**config.mk**
```make
export PLATFORM = sky130hd
export DESIGN_NAME = mtr_drv_pwm
export DESIGN_NICKNAME = d
export VERILOG_FILES = /design/src/rtl/mtr_drv_pwm.sv
export SDC_FILE = /design/constraint.sdc
export NUM_CORES = 1
export LEC_CHECK = 0
export ABC_AREA = 1
export CAP_MARGIN = 20
export CORE_MARGIN = 1.5
export CORE_UTILIZATION = 30
export CTS_BUF_LIST = sky130_fd_sc_hd__clkbuf_16
export DETAILED_ROUTE_END_ITERATION = 12
export REMOVE_ABC_BUFFERS = 1
export SETUP_SLACK_MARGIN = 0.5
export SLEW_MARGIN = 10
export SYNTH_ARGS = -nofsm -noshare
export SYNTH_HDL_FRONTEND = slang
export SYNTH_SLANG_ARGS = --single-unit
```
**constraint.sdc**
```tcl
create_clock -name clk -period 2.4 [get_ports clk]
set_input_delay 0.24 -clock clk [delete_from_list [all_inputs] [get_ports clk]]
set_output_delay 0.24 -clock clk [all_outputs]
set_load 0.02 [all_outputs]
```
**src/rtl/mtr_drv_pwm.sv**
```systemverilog
// Purpose: signed wheel-speed commands -> dead-time protected complementary H-bridge PWM (11-bit, 2048-clock period).
// Latency: speed sampled at the 2047->0 boundary; output edges lag the raw compare by 1 clock plus DEAD_TIME.
// Backpressure: none; free-running counter, inputs are sampled once per period. SPD_SLEW_EN enables per-period duty slewing.
module mtr_drv_pwm #(
    parameter int DEAD_TIME = 6,
    parameter int SLEW_STEP = 32
) (
    input  logic        clk,
    input  logic        rst_n,
    input  logic        mtr_en,
    input  logic [11:0] lft_spd,
    input  logic [11:0] rght_spd,
    output logic        lftPWM1,
    output logic        lftPWM2,
    output logic        rghtPWM1,
    output logic        rghtPWM2,
    output logic        prd_done
);

    localparam logic [5:0]  DT       = 6'(DEAD_TIME);
    localparam logic [10:0] DUTY_MID = 11'h400;

`ifdef SPD_SLEW_EN
    localparam logic [10:0] STEP_LIM = 11'(SLEW_STEP);
`else
    // All-ones step exceeds any possible duty difference, so the latch jumps straight to target.
    localparam logic [10:0] STEP_LIM = 11'h7FF | 11'(SLEW_STEP);
`endif

    // Channel index 0 = left wheel, 1 = right wheel.
    logic [10:0]      cnt;
    logic [1:0][10:0] duty;
    logic [1:0][10:0] tgt;
    logic [1:0]       raw;
    logic [1:0]       raw_q;
    logic [1:0][5:0]  dcnt;
    logic [1:0][5:0]  dcnt_nxt;
    logic [1:0]       pwm1;
    logic [1:0]       pwm2;

    // Clip a signed speed to +/-1023 and bias it around mid-scale, giving a duty of 1..2047.
    function automatic logic [10:0] duty_tgt(input logic [11:0] spd);
        logic signed [11:0] s;
        logic signed [11:0] sum;
        s = $signed(spd);
        if (s > 12'sd1023) begin
            s = 12'sd1023;
        end else if (s < -12'sd1023) begin
            s = -12'sd1023;
        end
        sum = 12'sd1024 + s;
        return sum[10:0];
    endfunction

    // Move the latched duty toward the target by at most STEP_LIM counts.
    function automatic logic [10:0] slew(input logic [10:0] cur, input logic [10:0] tgt_v);
        logic [10:0] r;
        if (tgt_v > cur) begin
            r = ((tgt_v - cur) > STEP_LIM) ? (cur + STEP_LIM) : tgt_v;
        end else begin
            r = ((cur - tgt_v) > STEP_LIM) ? (cur - STEP_LIM) : tgt_v;
        end
        return r;
    endfunction

    // Saturated duty targets from the live speed commands.
    always_comb begin
        tgt    = '0;
        tgt[0] = duty_tgt(lft_spd);
        tgt[1] = duty_tgt(rght_spd);
    end

    // Raw compare and next dead-time count; a raw transition restarts the dead-time window.
    always_comb begin
        raw      = '0;
        dcnt_nxt = '0;
        for (int i = 0; i < 2; i++) begin
            raw[i] = (cnt < duty[i]);
            if (raw[i] != raw_q[i]) begin
                dcnt_nxt[i] = '0;
            end else if (dcnt[i] >= DT) begin
                dcnt_nxt[i] = DT;
            end else begin
                dcnt_nxt[i] = dcnt[i] + 6'd1;
            end
        end
    end

    // Free-running period counter; prd_done is registered so it is high while cnt == 2047.
    always_ff @(posedge clk or negedge rst_n) begin
        if (!rst_n) begin
            cnt      <= '0;
            prd_done <= 1'b0;
        end else begin
            cnt      <= cnt + 11'd1;
            prd_done <= (cnt == 11'h7FE);
        end
    end

    // Latch duty only at the period boundary so a period never sees a mid-period change.
    always_ff @(posedge clk or negedge rst_n) begin
        if (!rst_n) begin
            duty <= {DUTY_MID, DUTY_MID};
        end else if (cnt == 11'h7FF) begin
            for (int i = 0; i < 2; i++) begin
                duty[i] <= slew(duty[i], tgt[i]);
            end
        end
    end

    // Dead-time counters and registered drive lines; coasting clears the counters and forces lines low.
    always_ff @(posedge clk or negedge rst_n) begin
        if (!rst_n) begin
            raw_q <= '0;
            dcnt  <= '0;
            pwm1  <= '0;
            pwm2  <= '0;
        end else begin
            raw_q <= raw;
            for (int i = 0; i < 2; i++) begin
                if (mtr_en) begin
                    dcnt[i] <= dcnt_nxt[i];
                    pwm1[i] <= raw[i] & (dcnt_nxt[i] >= DT);
                    pwm2[i] <= ~raw[i] & (dcnt_nxt[i] >= DT);
                end else begin
                    dcnt[i] <= '0;
                    pwm1[i] <= 1'b0;
                    pwm2[i] <= 1'b0;
                end
            end
        end
    end

    assign lftPWM1  = pwm1[0];
    assign lftPWM2  = pwm2[0];
    assign rghtPWM1 = pwm1[1];
    assign rghtPWM2 = pwm2[1];

endmodule

```
* Word level (Yosys, flattened, before mapping)
Index checks and enable logic that the tools add are counted.
** Word-level totals
- Memories kept :: 0
- Word-level logic and storage cells :: 68
- ROM bits :: 0
- Memory bits (writable) :: 0
- Latch bits :: 0
- Flip-flop bits (word level) :: 52
** Operators by class
- Reductions and logical operators :: 0
- Shifts and indexed selects :: 0
- $mul :: 0
- Multiplexer cells :: 20
- Eq/ne operators :: 4
- Magnitude comparators :: 16
- Div/mod/pow operators :: 0
- Bitwise gates (word level) :: 6
- $add $sub $neg :: 13
** Operators by type and width (number)
- $mux 11 :: 10
- $gt 11x11->1 const B :: 4
- $sub 11x11->11 :: 4
- $mux 6 :: 6
- $ge 6x3->1 const B :: 4
- $gt 12x11->1 const B :: 2
- $lt 12x11->1 const B :: 2
- $add 11x11->11 const A :: 2
- $add 11x11->11 const B :: 2
- $eq 11x11->1 const B :: 2
- $gt 11x11->1 :: 2
- $lt 11x11->1 :: 2
- $sub 11x11->11 const B :: 2
- $add 6x1->6 const B :: 2
- $add 11x1->11 const B :: 1
- $and 1x1->1 :: 4
- $mux 1 :: 4
- $ne 1x1->1 :: 2
- $not 1->1 :: 2

* Logic depth before layout (Yosys ltp)
- Word-level depth :: 8
- Depth in mapped cells :: 11
- Gate-level depth less buffers :: 11

* Worst setup path after synthesis
No wires, ideal clock.
- Path kind :: register to register
- From :: reg duty[10] (netlist bit)
- To :: reg dcnt[2] (netlist bit)
- Data required time :: 2.277 ns
- Data arrival time :: 1.431 ns
- Period minus slack after synthesis :: 1.554 ns
- Library setup time :: 0.123 ns
- Cell stages (with the launch flop) :: 11
- Slack :: 0.846 ns
- Buffers on the path :: 0
- Cell sequence :: dfstp_2 inv_1 ha_1 nand2_1 nor2_1 and2_1 nand2_1 nand3_1 nand2_1 nand3_1 nor2_1
** On the way
- Word-level cells in the longest chain between the ends :: 4
** RTL lines
- start, declared :: line 32 : logic [1:0][10:0] duty;
- start signal, assigned :: line 103 : duty <= {DUTY_MID, DUTY_MID};
- start signal, assigned by index :: line 106 : duty[i] <= slew(duty[i], tgt[i]);
- $lt 11x11->1 :: line 78 : raw[i] = (cnt < duty[i]);
- $ne 1x1->1 :: line 79 : if (raw[i] != raw_q[i]) begin
- $mux 6 :: line 79
- $mux 6 :: line 121 : if (mtr_en) begin
- end signal, assigned by index :: line 122 : dcnt[i] <= dcnt_nxt[i];
- end, declared :: line 36 : logic [1:0][5:0] dcnt;
Every way passes these cells.
A chain may end at the register's enable or synchronous reset.

* Worst setup path after layout
- From :: reg duty[10] (netlist bit)
- To :: reg dcnt[1] (netlist bit)
The elaborated chain is that of the path after synthesis.

==> results.cfg <==
[clock_network]
htreeDepth = 2
worst_setup_hold_path_clk_slew_ps = 60
cts_hold_buf = 0
cts_buffers = 5
clk_latency_ps = 290
cts_buffer_depth = 2
numClockSinks = 52
postCtsSetupBuffers = 0
cts-resized-gates = 0
root_buffer = clkbuf_16
cts_tree = built

[floorplan]
dieArea_um2 = 10300
row_count = 35
die_w_um = 101
die_y_um = 101
initial_utilization_pct = 31.2
fp.coreArea_um2 = 9330
io_pins = 32

[logic_synthesis]
syn_area_um2 = 2910
yosys-top-cells-area = dfrtp_1 43%, nand2_1 16%, ha_1 11%
synth.largest_area_cell = dfrtp_1
yosysTopAreaCellShare_pct = 43.0
syn_inst = 368
synthDistinctLibCells = 25
avgSynthCellArea_um2 = 7.90
yosysSeqAreaShare_pct = 44.8
synth-seq-cells = 52
yosysWarnings = 0

[placed_design]
dpl.hpwl_um = 4140
placed_cell_area_um2 = 3370
portBuffers = 31
place_ws_ps = 656
routabilityCongestion = 0.749

[routing]
vias_per_cell = 4.14
ant_nets = 0
drtIter0Drc = 68
dr.pass1.iters = 4
vias = 2223
drc = 0
drt-total-wl_um = 5300
route.detailed.wl_per_inst_um = 9.87

[setup_path]
start_kind = flop
cp-startpoint = duty[10]$_DFFE_PN1N_
reg2reg_depth = 10
critPathMaxFanout = 3
setup.worst_path.class = reg2reg
cp.arrival_ps = 1920
critPathRequiredTime_ps = 2620
setup.worst_path.end_class = flop
r2r-start = duty[10]$_DFFE_PN1N_

[timing]
max_freq_mhz = 590
finalHoldViolCount = 0
worst_slack_ps = 705
tns_ps = 0
max_slew_margin_pct = 57.1
tightest_slew_ps = 643
post-route-period-util_pct = 70.6
slew_violations = 0
finalClockSkew_ps = 5.76
rsz0062_at_grt = no
setup_viol = 0
min_period_ps = 1690

[layout]
layout.nets = 460
areaGrowthSynthToFinish_pct = 22.0
post-route-cell-area_um2 = 3550
post-route-util_pct = 38.0
drive_above_1_share_pct = 5.88
num_antenna_cells = 0

[min_path]
holdCritPathClass = in2async

[power]
leakage_nw = 1.99
power_mw = 1.83
power_density_nw_per_um2 = 514
ir_drop_mv = 0.263

[global_route]
grt_usage_pct = 12.2
grt_pass1_wl_um = 9910
grt_remaining_overflow = 0
grt_pass1_vias = 2194
antenna_found_initial = 0
grt_start_max_net_pins = 53

[flow_run]
drv_cap = 0

[outcome]
status = finished clean
-- through the flow --
step | hold slack [ps] | instances
final | 54.7 | 537
after global routing | 126 | 537
after detailed placement | 398 | 529
after global placement | 397 | 529
after floorplan | -55.6 | 367
after CTS | 91.9 | 537
-- layout by cell type (no fill, tap or decap), drive strengths merged --
cell type      count
nand2            124
xor2               9
o21ai             17
clkinv             2
inv               63
conb               6
nand4              8
dfstp              2
a21oi              8
nor3               4
bufinv             1
clkbuf             5
dfrtp             50
nor2              31
nor4               1
nand3             14
clkdlybuf4s50     30
buf                3
ha                26
and2               2
or2                2
-- worst paths after layout --
kind | to | slack [ps]
hold reg to reg | duty[13]$_DFFE_PN0N_ | 480
max in group asynchronous | cnt[5]$_DFF_PN0_ | 1910
setup / recovery | dcnt[1]$_DFF_PN0_ | 710
min in group clk | duty[13]$_DFFE_PN0N_ | 480
hold / removal | dcnt[6]$_DFF_PN0_ | 50
setup reg to reg | dcnt[1]$_DFF_PN0_ | 710
-- layout make-up --
cell class	instances	area (um2)
Clock buffer	5	125
Clock inverter	3	42.5
Fill cell	962	5780
Inverter	63	236
Multi-Input combinational cell	252	1360
Sequential cell	52	1300
Tap cell	129	161
Timing Repair Buffer	33	320
-- worst max-delay path, cell delays in order, from the launching register on --
cell and delay (ps):
dfstp_2 510, inv_1 50, ha_1 280, nand2_1 110, nor2_2 50, and2_1 130
nand2_1 110, nand3_2 100, nand2_1 100, nand3_2 90, nor2_1 100
-- cells in the mapped netlist (all sizes together) --
master    n
nand2   124
o21ai    17
nor3      4
nor2     31
dfstp     2
and2      2
nand4     8
or2       2
nand3    14
ha       26
clkbuf    1
conb      1
nor4      1
dfrtp    50
buf       5
a21oi     8
inv      63
xor2      9
-- power breakdown --
| part | internal [mW] | switching, mW |
|---|---|---|
| clock network | 0.490 | 0.307 |
| registers | 0.889 | 0.00514 |
| logic | 0.0632 | 0.0713 |
-- sequential cells by signal, indices dropped and copies added (netlist names) --
name      cells
dcnt         12
pwm2          2
raw_q         2
duty         22
prd_done      1
cnt          11
pwm1          2
-- cells by family (layout without fill, tap and decap cells) --
logic type / Yosys count / after routing / share of synthesized area [%]
other: 1 / 6 / 0.129
XOR/XNOR: 9 / 9 / 2.71
buffers and inverters: 69 / 104 / 9.51
adder cells (fa/ha/maj): 26 / 26 / 11.2
AO/OA/AOI/OAI: 25 / 25 / 4.69
AND/OR/NAND/NOR: 186 / 186 / 26.9
flip-flops: 52 / 52 / 44.8
-- routing by layer --
layer  vias to the layer above  wire length, um  global-route usage (%)
li1                       1205                -                       -
met1                       971             2730                    16.9
met2                        43             2320                    19.3
met3                         4              212                    2.83
met4                         0               31                    3.21
met5                         -                0                       0
No activity file was read; power rests on OpenSTA's default activity.
